==> src/rtl/vga_decode_pkg.sv <==
// Shared definitions for the VGA receive-side decoder.
//   dec_state_t  : lock FSM states
//   H/V_ACTIVE_DEF : default visible geometry (640x480)
//   CSUM_W, CNT_W  : checksum and coordinate/counter widths
//   sat_inc()      : counter increment that sticks at all-ones
package vga_decode_pkg;

    typedef enum logic [1:0] {
        S_SEARCH  = 2'd0,
        S_MEASURE = 2'd1,
        S_LOCKED  = 2'd2
    } dec_state_t;

    localparam int H_ACTIVE_DEF = 640;
    localparam int V_ACTIVE_DEF = 480;
    localparam int CSUM_W       = 16;
    localparam int CNT_W        = 10;

    localparam logic [CNT_W-1:0] CNT_MAX = '1;

    function automatic logic [CNT_W-1:0] sat_inc(input logic [CNT_W-1:0] v);
        return (v == CNT_MAX) ? v : v + 1'b1;
    endfunction

endpackage

==> src/rtl/vga_edge_detect.sv <==
// Falling-edge detector for one sync line, qualified by the pixel strobe.
//   clock, resetn : clock and asynchronous active-low reset
//   enable        : pixel strobe; history only advances on strobe cycles
//   sig           : sync input (idle high)
//   fall          : high during a strobe cycle whose sample is 0 after a 1
module vga_edge_detect (
    input  logic clock,
    input  logic resetn,
    input  logic enable,
    input  logic sig,
    output logic fall
);

    logic prev_reg;

    // Idle-high history so a sync that is already low out of reset does
    // register as an edge on its first sample.
    always_ff @(posedge clock or negedge resetn) begin
        if (!resetn) begin
            prev_reg <= 1'b1;
        end else if (enable) begin
            prev_reg <= sig;
        end
    end

    assign fall = enable & prev_reg & ~sig;

endmodule

==> src/rtl/vga_frame_decoder.sv <==
// Samples VGA sync/blank/RGB, recovers pixel coordinates, measures line and
// frame geometry, locks onto the expected timing and reports a per-frame
// 16-bit colour checksum.
//   clock, resetn         : clock, asynchronous active-low reset
//   enable                : pixel strobe qualifying every sample
//   iVGA_H_SYNC/V_SYNC    : active-low syncs; iVGA_BLANK high = visible
//   iVGA_R/G/B            : pixel colour
//   oCoord_X/Y, oR/G/B    : registered pixel, qualified by oPixel_valid
//   oFrame_done           : pulse at each complete frame end
//   oLocked, oError       : lock status, sticky geometry error
//   oLine_pixels          : pixel count of the last line that had pixels
//   oFrame_lines, oChecksum : results of the last complete frame
module vga_frame_decoder import vga_decode_pkg::*; #(
    parameter int H_ACTIVE    = H_ACTIVE_DEF,
    parameter int V_ACTIVE    = V_ACTIVE_DEF,
    parameter int LOCK_FRAMES = 2
) (
    input  logic              clock,
    input  logic              resetn,
    input  logic              enable,
    input  logic              iVGA_H_SYNC,
    input  logic              iVGA_V_SYNC,
    input  logic              iVGA_BLANK,
    input  logic [7:0]        iVGA_R,
    input  logic [7:0]        iVGA_G,
    input  logic [7:0]        iVGA_B,
    output logic [CNT_W-1:0]  oCoord_X,
    output logic [CNT_W-1:0]  oCoord_Y,
    output logic              oPixel_valid,
    output logic [7:0]        oR,
    output logic [7:0]        oG,
    output logic [7:0]        oB,
    output logic              oFrame_done,
    output logic              oLocked,
    output logic [CNT_W-1:0]  oLine_pixels,
    output logic [CNT_W-1:0]  oFrame_lines,
    output logic [CSUM_W-1:0] oChecksum,
    output logic              oError
);

    localparam int GW = (LOCK_FRAMES < 2) ? 1 : $clog2(LOCK_FRAMES + 1);

    // ---------------- sync edge detection (bit 0 = hsync, bit 1 = vsync)
    logic [1:0] sync_in;
    logic [1:0] sync_fall;
    logic       hfall;
    logic       vfall;

    assign sync_in = {iVGA_V_SYNC, iVGA_H_SYNC};

    for (genvar gi = 0; gi < 2; gi++) begin : g_sync_edge
        vga_edge_detect u_edge (
            .clock  (clock),
            .resetn (resetn),
            .enable (enable),
            .sig    (sync_in[gi]),
            .fall   (sync_fall[gi])
        );
    end

    assign hfall = sync_fall[0];
    assign vfall = sync_fall[1];

    // ---------------- datapath state
    logic [CNT_W-1:0]  pix_cnt_reg, y_reg;
    logic [CSUM_W-1:0] sum_reg;
    logic              bad_line_reg;
    logic              seen_vs_reg;   // a vsync fall has opened a frame
    logic [CNT_W-1:0]  coord_x_reg, coord_y_reg, line_pixels_reg, frame_lines_reg;
    logic [7:0]        r_reg, g_reg, b_reg;
    logic              pixel_valid_reg, frame_done_reg;
    logic [CSUM_W-1:0] checksum_reg;

    // ---------------- line/frame bookkeeping for the current sample.
    // Blank lines (vertical blanking) have no pixels and are neither counted
    // nor checked. A line ending in the same sample as vsync falls is folded
    // into the frame before it is evaluated.
    logic              line_has;
    logic              line_bad;
    logic [CNT_W-1:0]  y_after_line;
    logic              frame_good;
    logic [CNT_W-1:0]  pix_base, y_base;
    logic [CSUM_W-1:0] sum_base, sum_term;

    always_comb begin
        line_has     = hfall && (pix_cnt_reg != '0);
        line_bad     = line_has && (pix_cnt_reg != CNT_W'(H_ACTIVE));
        y_after_line = line_has ? sat_inc(y_reg) : y_reg;
        frame_good   = !bad_line_reg && !line_bad &&
                       (y_after_line == CNT_W'(V_ACTIVE));
        pix_base     = hfall ? '0 : pix_cnt_reg;
        y_base       = vfall ? '0 : y_after_line;
        sum_base     = vfall ? '0 : sum_reg;
        sum_term     = iVGA_BLANK ? {iVGA_R ^ iVGA_G ^ iVGA_B, iVGA_G} : '0;
    end

    always_ff @(posedge clock or negedge resetn) begin
        if (!resetn) begin
            pix_cnt_reg     <= '0;
            y_reg           <= '0;
            sum_reg         <= '0;
            bad_line_reg    <= 1'b0;
            seen_vs_reg     <= 1'b0;
            coord_x_reg     <= '0;
            coord_y_reg     <= '0;
            line_pixels_reg <= '0;
            frame_lines_reg <= '0;
            r_reg           <= '0;
            g_reg           <= '0;
            b_reg           <= '0;
            pixel_valid_reg <= 1'b0;
            frame_done_reg  <= 1'b0;
            checksum_reg    <= '0;
        end else begin
            pixel_valid_reg <= 1'b0;
            frame_done_reg  <= 1'b0;
            if (enable) begin
                if (line_has) begin
                    line_pixels_reg <= pix_cnt_reg;
                end
                pix_cnt_reg  <= iVGA_BLANK ? sat_inc(pix_base) : pix_base;
                y_reg        <= y_base;
                sum_reg      <= sum_base + sum_term;
                bad_line_reg <= vfall ? 1'b0 : (bad_line_reg | line_bad);
                if (vfall) begin
                    seen_vs_reg <= 1'b1;
                    // The first vsync after reset only opens a frame.
                    if (seen_vs_reg) begin
                        frame_lines_reg <= y_after_line;
                        checksum_reg    <= sum_reg;
                        frame_done_reg  <= 1'b1;
                    end
                end
                if (iVGA_BLANK) begin
                    pixel_valid_reg <= 1'b1;
                    coord_x_reg     <= pix_base;
                    coord_y_reg     <= y_base;
                    r_reg           <= iVGA_R;
                    g_reg           <= iVGA_G;
                    b_reg           <= iVGA_B;
                end
            end
        end
    end

    // ---------------- lock FSM
    dec_state_t     state_reg, state_next;
    logic [GW-1:0]  good_cnt_reg, good_cnt_next;
    logic           locked_reg, locked_next;
    logic           error_reg, error_next;

    always_ff @(posedge clock or negedge resetn) begin
        if (!resetn) begin
            state_reg    <= S_SEARCH;
            good_cnt_reg <= '0;
            locked_reg   <= 1'b0;
            error_reg    <= 1'b0;
        end else begin
            state_reg    <= state_next;
            good_cnt_reg <= good_cnt_next;
            locked_reg   <= locked_next;
            error_reg    <= error_next;
        end
    end

    always_comb begin
        state_next    = state_reg;
        good_cnt_next = good_cnt_reg;
        locked_next   = locked_reg;
        error_next    = error_reg;
        if (vfall) begin
            case (state_reg)
                S_SEARCH: begin
                    state_next    = S_MEASURE;
                    good_cnt_next = '0;
                end
                S_MEASURE: begin
                    if (!frame_good) begin
                        good_cnt_next = '0;
                    end else if (good_cnt_reg == GW'(LOCK_FRAMES - 1)) begin
                        state_next    = S_LOCKED;
                        locked_next   = 1'b1;
                        good_cnt_next = '0;
                    end else begin
                        good_cnt_next = good_cnt_reg + 1'b1;
                    end
                end
                S_LOCKED: begin
                    if (!frame_good) begin
                        error_next  = 1'b1;
                        locked_next = 1'b0;
                        state_next  = S_SEARCH;
                    end
                end
                default: state_next = S_SEARCH;
            endcase
        end
    end

    // ---------------- outputs
    assign oCoord_X     = coord_x_reg;
    assign oCoord_Y     = coord_y_reg;
    assign oPixel_valid = pixel_valid_reg;
    assign oR           = r_reg;
    assign oG           = g_reg;
    assign oB           = b_reg;
    assign oFrame_done  = frame_done_reg;
    assign oLocked      = locked_reg;
    assign oLine_pixels = line_pixels_reg;
    assign oFrame_lines = frame_lines_reg;
    assign oChecksum    = checksum_reg;
    assign oError       = error_reg;

endmodule

==> config.mk <==
export PLATFORM = sky130hd
export DESIGN_NAME = vga_frame_decoder
export DESIGN_NICKNAME = d
export VERILOG_FILES = /design/src/rtl/vga_decode_pkg.sv /design/src/rtl/vga_edge_detect.sv /design/src/rtl/vga_frame_decoder.sv
export SDC_FILE = /design/constraint.sdc
export NUM_CORES = 1
export LEC_CHECK = 0
export BUFFER_PORTS_ARGS = -buffer_cell sky130_fd_sc_hd__buf_2
export CORE_MARGIN = 5
export CORE_UTILIZATION = 30
export DETAILED_ROUTE_END_ITERATION = 12
export GPL_ROUTABILITY_DRIVEN = 0
export PLACE_DENSITY_LB_ADDON = 0.15
export SYNTH_ARGS = -nofsm -noshare
export SYNTH_HDL_FRONTEND = slang
export SYNTH_HIERARCHICAL = 1
export SYNTH_SLANG_ARGS = --single-unit
==> constraint.sdc <==
create_clock -name clock -period 3.4 [get_ports clock]
set_input_delay 1.02 -clock clock [delete_from_list [all_inputs] [get_ports clock]]
set_output_delay 1.02 -clock clock [all_outputs]
set_load 0.005 [all_outputs]
# Word-level counts from Yosys, hierarchy flattened
# Cells that the tools add are included.
# Widths: inputs -> output; s select.
# word_totals
output_inout_bits	84
reg_bits	128
input_bits	30
# op_classes
n_eq_ne	10
n_bitwise	10
addsub	4
reduce_logical	18
muxes	25
# op_table
cell	n
$mux 10	6
$mux 16	2
$add 10x1->10 const B	2
$eq 10x10->1 const B	2
$add 16x16->16	1
$xor 8x8->8	2
$eq 10x9->1 const B	1
$mux 2	5
$ne 10x10->1 const B	1
$reduce_bool 10->1	1
$mux 1	9
$reduce_and 2->1	4
$ne 2x2->1 const B	3
$pmux 2 s3	1
$reduce_and 3->1	2
$reduce_and 5->1	1
$and 1x1->1	4
$eq 2x1->1 const B	2
$logic_and 1x1->1	4
$pmux 2 s2	1
$reduce_and 4->1	1
$reduce_bool 2->1	2
$not 1->1	3
$add 2x1->2 const B	1
5 further kinds	6

# Logic depth before layout (Yosys ltp)
# Gate-level depths: netlist (run 1).
# depth
depth_word	9
depth_mapped	15

# Cells and area by module
# The synthesis (run 1) kept the hierarchy.
# by_module_without_submodules
module	seq_area_each_um2	area_each_um2	instances	cells_per_inst
vga_frame_decoder	3153.0	6277.3	1	583
vga_edge_detect	26.3	51.3	2	3

# Worst setup path after synthesis (run 1)
# OpenSTA, ideal clock, no wires.
# synth_path
kind	input port to flip-flop
start	input iVGA_V_SYNC
end	register sum_reg[15]
n_path_buf	2
setup_slack_ns	-0.693
path_stages	12
required_time_ns	3.274
setup_ns	0.126
arrival_time_ns	3.967
cell_sequence	and3b_2 -> clkbuf_1 -> clkbuf_1 -> nor2b_1 -> ha_1 -> a211o_1 -> o311ai_0 -> a211oi_1 -> o31ai_1 -> xor2_1 -> mux2i_1 -> a221o_1
# synth_via
elab_chain_len	4
# synth_rtl
element	line	text
start: declaration	vga_frame_decoder.sv:22	input logic iVGA_V_SYNC,
$not 1->1	vga_edge_detect.sv:26	assign fall = enable & prev_reg & ~sig;
$and 1x1->1	vga_edge_detect.sv:26	
$mux 16	vga_frame_decoder.sv:93	sum_base = vfall ? '0 : sum_reg;
$add 16x16->16	vga_frame_decoder.sv:123	sum_reg <= sum_base + sum_term;
end signal: assignment	vga_frame_decoder.sv:123	
end: declaration	vga_frame_decoder.sv:66	logic [CSUM_W-1:0] sum_reg;
# No other way between the ends.
# A chain may end at the register's enable or synchronous reset.

# Worst setup path in the final report (run 1)
# layout_path
start	input enable
end	register sum_reg[14]
# layout_via
elab_chain_len	4
# layout_rtl
element	line	text
start: declaration	vga_frame_decoder.sv:20	input logic enable,
$and 1x1->1 (2 in a row)	vga_edge_detect.sv:26	
via vfall	vga_frame_decoder.sv:47	logic vfall;
$mux 16	vga_frame_decoder.sv:93	
$add 16x16->16	vga_frame_decoder.sv:123	
# The timed path passes the listed nets, and every way through them passes these cells.

==> reports/results.txt, run 1 <==
The flow ran to the end, and the final reports show no timing, DRC or antenna violations. At the pin with the least slew margin, the transition time is 0.691 ns. The net count of the finished layout is 802.

Average cell area after synthesis: 10.8 um2. The synthesized design contains 0 enable-type register cells. The tools report the highest ir drop seen on vdd as 0.000278 V. For the final-report max-slew violation count, the log shows 0. The later-pin clock latency in the skew report is 0.41 ns. After synthesis, the share of flip-flops with an asynchronous set or reset is 100%. The count of cells in the finished layout, fillers not included, comes to 1041. Summed over all nets, the half-perimeter wirelength after detailed placement is 11.7 mm. Across all setup checks in the final design, the least slack found is 0.0831 ns. The number of hold buffers added after CTS was 0. The Yosys step of the flow raised 6 warnings. The capturing point of the worst reg2reg path was sum_reg[15]. For this run, design rule violations remaining after detail routing come to 0. After detailed routing, the average wire length per cell comes to 15.4 um. The leakage power figure was 3.93 nW; the total clock sinks was 128. The startpoint identified for the worst hold timing path is seen_vs_reg. For the worst setup slack before clock tree synthesis, the log shows -0.412 ns. Total power for the finished layout comes to 5.78 mW.

The tools report the antenna violation net count after detailed routing as 0. The tools report the critical path launch point as enable. The multi-input combinational cells in the finished layout cover a total of 0.00304 mm2. The synthesized instance count is 589, and the combined buffer and inverter count along the critical path is 3. On the final layout, the worst clock skew is 0.00769 ns. The floorplan step defined a die boundary enclosing 0.0243 mm2. The synthesis-to-layout area growth is 30.6%, and the count of different cell masters after synthesis is 56. The clock tree synthesis step divided the H-tree into 4 levels. The fill cell total of the finished layout is 2110. The cell row count came out at 53. Maximum count of clock buffers along a single path: 2.

The critical path is of the input pin to flip-flop type. The fraction of synthesized cell area taken by the top area cell type is 49.4%, and the register-to-register path setup slack is 0.32 ns. Measured against its own limit, the worst slew margin works out to 53.9%. The via count is 4918, and the number of cells traversed by the worst hold path is 1. Leaving out fill and tap cells, the most frequent cells in the layout are 126 x sky130_fd_sc_hd__dfrtp_1, 112 x sky130_fd_sc_hd__buf_2, 68 x sky130_fd_sc_hd__nand2_1. The longest individual stage delay on the worst path was 0.33 ns. The arrival time of the worst setup path was 3.62 ns. Iteration-0 DRC count of the detailed router: 176.

The initial utilization of the core area, before any placement, comes to 30.4%. For this block, the routed nets add up to 16.0 mm of wire. The core region is 0.0210 mm2. 114 I/O pins were placed. The chip width was 156 um.

TritonCTS built the clock tree. The run gives 0 as the reported max-cap violation count. Setup repair after global routing could not meet its margin everywhere. The critical path's top delay family is compound AO/OA/AOI/OAI gates.

The endpoint of the worst hold path was seen_vs_reg. Ranked by total cell area, the synthesized netlist is headed by sky130_fd_sc_hd__dfrtp_1 49%, sky130_fd_sc_hd__mux2_2 11%, sky130_fd_sc_hd__xnor2_1 4.3%. The number of buffers inserted during clock tree synthesis is 17.

Walking the worst path, the cells encountered are buf_2 -> and3b_2 -> buf_6 -> nor2b_2 -> ha_2 -> inv_2 -> fa_2 -> nor2b_1 -> o21a_1 -> o211ai_1 -> a31o_2 -> o211ai_1 -> a31oi_1 -> xnor2_1 -> mux2_2. Entering global routing, the biggest net connects 129 pins. The number of storage elements in the synthesis netlist came out at 128. The number of cells on the worst reg-to-reg path is 12. The startpoint of the worst-slack reg-to-reg timing path is g_sync_edge[1].u_edge/prev_reg. After global routing the overflow that remains totals 0. The fraction of final layout cells sized beyond drive strength 1 works out to 37.7%. Static timing analysis puts the maximum clock frequency at 301 MHz. The area of the mapped netlist is 0.00638 mm2. The register clock-pin slew on the reported worst setup and hold paths was 0.06 ns. Number of antenna cells inserted: 0.

For this design the ratio of total power to cell area is 694 mW/mm2. Of all cell types, the one taking the most synthesized area is sky130_fd_sc_hd__dfrtp_1. In this run the clock root is driven by a sky130_fd_sc_hd__clkbuf_16. Number of antenna violations at the first check in global routing: 0. The final count of hold timing violations came out at 0. The master of the slowest instance on the critical path was sky130_fd_sc_hd__fa_2. The library cell used most frequently in the layout, excluding fill and tap cells, is sky130_fd_sc_hd__dfrtp_1. The most repeated library cell on the critical path is sky130_fd_sc_hd__o211ai_1. The final critical path takes up 97.6% of the cycle.

The first detailed-routing pass took 4 iterations. Using the TritonRoute via totals, the vias-per-cell ratio works out to 4.72. The run gives 50.2% as the sequential area share after synthesis.

STA classifies the critical path endpoint as a flip-flop. For the synthesized net count, the log shows 637. The time the final worst path needs with I/O delays and setup was 3.32 ns.

The setup violation total in the final timing report is 0, and the count of port buffers added during placement is 113. Among all flip-flop cells after synthesis, the most frequent one is sky130_fd_sc_hd__dfrtp_1. For the global-route wire length before repair, the log shows 26.3 mm. At the worst endpoint, the required time is 3.70 ns. Summing all flip-flop and latch instances after layout gives 0.00321 mm2. Across every metal layer, demand over resource in global routing totals 13.5%. For this run, the share of the core covered by cells in the final layout is 39.8%.

The top fanout value on the critical path was 6; the number of cells after detailed placement was 1006. The type of the tightest min-delay check was flip-flop to flip-flop. The vertical extent of the die is 156 um. Number of global-route vias before repair: 5026.

The type of origin of the critical path is an input pin.
## routing by layer
layer / GRT usage [%] / share of wire [%] / vias to the layer above
met1: 17.6 / 46 / 2383
met4: 4.50 / 1.3 / 0
met5: 0 / 0 / -
met3: 4.08 / 6.6 / 12
met2: 21.6 / 46 / 126
li1: - / - / 2397
## final cells by class
cell class              instances  share of cell area, %
flip-flops and latches        128                   38.5
well taps                     275                   4.13
multi-input cells             417                   36.5
clock inverters                11                   1.97
repair buffers                174                   12.8
clock buffers                  20                   5.36
inverters                      16                  0.721
## cells in the mapped netlist, drive strengths merged (3+ instances only)
library cell / number
nand2: 69
dfrtp: 126
a211oi: 3
nor2b: 22
mux2: 67
inv: 15
nand3b: 3
nor4: 3
nor2: 19
a31oi: 8
a211o: 3
nand2b: 7
or2: 3
o2bb2ai: 3
o21ai: 31
and3: 6
a21o: 3
a21oi: 18
ha: 17
and2: 18
nand4: 4
xor2: 7
buf: 6
xnor2: 31
o211ai: 4
mux2i: 7
nand3: 9
clkbuf: 22
nor3: 10
o31ai: 17
## kinds of logic after synthesis
kind of cell	after synthesis	share of synthesized area, %
simple gates	182	14.5
flops	128	50.2
compound gates	105	10.6
buf+inv	44	2.67
mux	74	13.1
fa+ha+maj	18	3.65
xor+xnor	38	5.22
## report_power, final
part	total (mW)	internal (mW)	switching, mW
logic	1.73	0.946	0.781
clock network	1.91	1.24	0.669
registers	2.15	1.90	0.251
## worst max path at each step
stage / slack [ns] / cells past startpoint / endpoint
6_report: 0.08 / 15 / sum_reg[14]
5_1_grt: -0.02 / 15 / sum_reg[14]
4_1_cts: 0.002 / 13 / sum_reg[15]
3_5_place_dp: -0.41 / 13 / sum_reg[15]
3_3_place_gp: -0.32 / 13 / sum_reg[15]
2_1_floorplan: -0.20 / 12 / sum_reg[15]
## worst register-to-register path, stage by stage, from the launching register on
cell	delay, ns
sky130_fd_sc_hd__dfstp_2	0.53
sky130_fd_sc_hd__and3b_2	0.30
sky130_fd_sc_hd__nand2b_1	0.16
sky130_fd_sc_hd__inv_1	0.06
sky130_fd_sc_hd__ha_1	0.33
sky130_fd_sc_hd__a211oi_2	0.23
sky130_fd_sc_hd__nor2_2	0.10
sky130_fd_sc_hd__o311ai_4	0.25
sky130_fd_sc_hd__a211oi_2	0.12
sky130_fd_sc_hd__o31ai_1	0.24
sky130_fd_sc_hd__xor2_1	0.27
sky130_fd_sc_hd__mux2i_1	0.11
sky130_fd_sc_hd__a221o_1	0.26
## through the flow
| step | instance area (um2) | TNS [ns] | hold slack [ns] |
|---|---|---|---|
| floorplan | 6430 | -0.594 | 0.439 |
| global placement | 7680 | -1.48 | 0.452 |
| global route | 8330 | -0.0163 | 0.474 |
| detailed placement | 7680 | -1.94 | 0.453 |
| CTS | 8290 | 0 | 0.467 |
| finish | 8330 | 0 | 0.465 |
## what timing repair did
item                                    CTS  global route
setup buffers                             0             4
resized for setup                         0             4
endpoints found under the setup margin    0             1
Note: power is estimated with default switching activity, not from simulation.
==> inputs of run 2 (changes only) <==
Settings changed: ABC_AREA set to 1.
Clock period 3.4 ns to 2.75 ns, I/O delays scaled along.
==> reports/results.txt, run 2 <==
The detailed-placement wirelength estimate is 14.7 mm, and the number of global-route vias before repair is 6010. The number of gates given a new drive strength after cts came out at 0. The number of remaining DRC errors came out at 0.

The smallest clock period supported by the final layout is computed as 2.60 ns. The number of storage elements in the synthesis netlist was 128. Startpoint of the worst-slack reg-to-reg timing path: g_sync_edge[1].u_edge/prev_reg.

Type of the tightest min-delay check: input pin to async pin. The most frequent cell after synthesis was sky130_fd_sc_hd__nand2_1. The average cell area after synthesis was 7.76 um2; the H-tree depth reported by CTS was 4. The initialized floorplan defines 54 standard-cell rows. STA classifies the critical path endpoint as a flip-flop. STA classifies the critical path startpoint as an input pin. Data arrives at the worst endpoint at 2.90 ns.

The final hold slack was 0.341 ns. Vertical extent of the die: 160 um. The most repeated library cell on the critical path is sky130_fd_sc_hd__nand2_1.

Counting instances in the post-synthesis netlist gives the leading cell types as 288 x sky130_fd_sc_hd__nand2_1, 126 x sky130_fd_sc_hd__dfrtp_1, 89 x sky130_fd_sc_hd__o21ai_0. In the post-synthesis netlist, the biggest area contributors are sky130_fd_sc_hd__dfrtp_1 47%, sky130_fd_sc_hd__nand2_1 16%, sky130_fd_sc_hd__o21ai_0 6.6%. After detailed routing, the average wire length per cell comes to 14.7 um.

The final count of hold timing violations is 0. Setup repair after global routing could not meet its margin everywhere. Counting every sink on the clock net gives 128. Buffers inserted during clock tree synthesis total 17. At the later pin of the worst-skew pair, clock insertion delay measures 0.42 ns. The run gives 1 as the number of antenna violations at the first check in global routing. The critical path goes through buf_2 -> nand2_4 -> nor2_2 -> buf_12 -> nor2_2 -> ha_2 -> inv_2 -> fa_2 -> inv_2 -> nand2_1 -> nand2_1 -> nand2_1 -> nand2_2 -> a21oi_2 -> o21ai_2 -> a21boi_2 -> o21ai_1 -> xor2_1 -> o21ai_1. The count of nets left with antenna violations once routing finished came out at 0.

Global route total overflow: 0. The setup violation total in the final timing report was 0; the final worst clock skew was 0.0116 ns. The pin count of the biggest net entering global routing was 63; the post-detailed-routing wire length was 19.5 mm. The die footprint came out at 0.0255 mm2. The commonest non-fill, non-tap cell in the layout was sky130_fd_sc_hd__nand2_1. The first global-routing pass estimated 32.2 mm of wire. Static timing analysis puts the maximum clock frequency at 385 MHz. In the final design database the tool counted 1087 nets. For this run, the share of the core covered by cells in the final layout is 39.8%.

Counting every net in the synthesized netlist gives 914. The Yosys step of the flow raised 6 warnings. The first-pass detailed-route iteration total was 4. The run gives 0.149 ns as the final worst-path setup slack.

Of the synthesized area, sequential elements account for 47.7%. In this run the deepest clock path goes through 2 buffers. After synthesis, the share of flip-flops with an asynchronous set or reset is 100%. The combined buffer and inverter count along the critical path works out to 4. Among all flip-flop cells after synthesis, the most frequent one is sky130_fd_sc_hd__dfrtp_1. The tool flagged a number of max-cap violations equal to 0. The number of setup buffers added after CTS is 0.

The area of the mapped netlist came out at 0.00672 mm2. The fraction of synthesized cell area taken by the top area cell type came out at 46.9%. The tools report the capturing point of the worst reg2reg path as sum_reg[12].

The tightest slew margin relative to the limit was 58.1%. The design draws 7.26 mW. For the worst setup slack before clock tree synthesis, the log shows -0.282 ns. The tools report the leakage power figure as 4.62 nW. TritonCTS built the clock tree.

The tools report the final-report max-slew violation count as 0. The power per cell area was 830 mW/mm2. Leading area contributor after synthesis: sky130_fd_sc_hd__dfrtp_1. The via count is 5951.

The number of enable flip-flop cells after synthesis is 0. In this run the horizontal extent of the chip is 160 um. The slew at the pin closest to its max-slew limit is 0.628 ns, and the highest ir drop seen on vdd is 0.000415 V. The netlist uses 46 different library cells. Across all register-to-register paths, the minimum setup slack is 0.22 ns. The kind of cell with the highest combined delay along the critical path is compound AO/OA/AOI/OAI gates.

The final period utilization was 94.6%; the longest individual stage delay on the worst path was 0.33 ns. After technology mapping, the gate count stands at 866. The via density per instance is 4.47. The slowest stage of the critical path belongs to the cell sky130_fd_sc_hd__fa_2. Fraction of final layout cells sized beyond drive strength 1: 25.1%.

The register clock-pin slew on the reported worst setup and hold paths was 0.06 ns. Once placement completed, the tool counted placed cells totaling 1300. Of all nets on the critical path, the largest fanout is 6. For the required time at the endpoint of the critical path, the log shows 3.05 ns. The flow ran to the end, and the final reports show no timing, DRC or antenna violations. The finished layout holds 1330 standard cells, fillers aside. By startpoint and endpoint, the worst setup path is classified as input pin to flip-flop. For this block, the initial DRC count from the detailed router was 297. The count of port buffers added during placement came out at 113. The tools report the buffer type at the clock tree root as sky130_fd_sc_hd__clkbuf_16. The count of pins on the block boundary is 114, and the starting density of the core is 30.6%. From synthesis to final layout, the design area changed by 30.1%. For the overall track demand over capacity in global routing, the log shows 15.7%.

The top cell types in the final layout, fill and taps aside, are 285 x sky130_fd_sc_hd__nand2_1, 126 x sky130_fd_sc_hd__dfrtp_1, 112 x sky130_fd_sc_hd__buf_2. The region available for standard cell placement spans 0.0220 mm2. For the worst flop-to-flop path, the logic depth is 18. The post-cts hold buffer count came out at 0.
[run 2: changes by cell type after synthesis, moves of 14 or more]
cell	change
sky130_fd_sc_hd__inv_1	+73
sky130_fd_sc_hd__o31ai_1	-14
sky130_fd_sc_hd__o21ai_0	+59
sky130_fd_sc_hd__nor2_1	+44
sky130_fd_sc_hd__nand3_1	+30
sky130_fd_sc_hd__nand2_1	+219
sky130_fd_sc_hd__mux2_2	-63
sky130_fd_sc_hd__xnor2_1	-15
sky130_fd_sc_hd__nor2b_1	-22
sky130_fd_sc_hd__and2_1	-17
[run 2: worst register-to-register path, delay by kind of cell (launching register included)]
| family | cells | cell delay, ns |
|---|---|---|
| AND/OR/NAND/NOR | 7 | 0.48 |
| XOR/XNOR | 1 | 0.17 |
| adder cells (fa/ha/maj) | 2 | 0.36 |
| buffers and inverters | 3 | 0.23 |
| flip-flops | 1 | 0.55 |
| AO/OA/AOI/OAI | 5 | 0.69 |
[run 2: final cells by class]
cell class	instances	area [um2]
inverters	93	349
clock inverters	6	108
clock buffers	23	478
repair buffers	187	1190
flip-flops and latches	128	3210
fillers	2288	13200
multi-input cells	612	3070
diodes	1	2.50
well taps	280	350
[run 2: cell families (layout without fill, tap and decap cells)]
group	count (synthesis)	count (layout)	share of synthesized area, %
AOI/OAI and AO/OA	140	140	11.2
xor gates and xnor gates	25	25	3.26
adders and majority gates	18	18	3.46
buffers and inverters	126	309	7.42
DFF	128	128	47.7
muxes	1	1	0.167
other	0	1	0
and+or+nand+nor	428	428	26.8
[run 2: metal layers]
layer	global-route usage, %	up-vias	share of wire, %
li1	-	3099	-
met1	20.6	2722	48
met2	25.5	115	46
met3	4.51	13	5.0
met4	4.14	2	1.1
met5	0	-	0.036
[run 2: power breakdown]
group | internal, mW | leakage (nW) | switching, mW | total, mW
clock network | 1.48 | 0.285 | 0.798 | 2.28
logic | 1.04 | 2.71 | 1.31 | 2.35
registers | 2.35 | 1.62 | 0.281 | 2.64
[run 2: how the worst max path moves through the flow]
| stage | endpoint | slack (ns) | cells past startpoint | startpoint |
|---|---|---|---|---|
| final | sum_reg[12] | 0.15 | 19 | enable |
| after global routing | sum_reg[12] | -0.003 | 19 | enable |
| after CTS | sum_reg[12] | 0.10 | 18 | g_sync_edge[1].u_edge/prev_reg |
| after detailed placement | sum_reg[12] | -0.28 | 19 | enable |
| after global placement | sum_reg[12] | -0.27 | 19 | enable |
| after floorplan | sum_reg[12] | -0.18 | 19 | enable |
[run 2: metrics by stage]
stage	TNS, ns	area (um2)
after floorplan	-0.220	6770
after global placement	-1.85	8150
after detailed placement	-1.61	8150
after CTS	0	8730
after global routing	-0.00286	8750
final	0	8750
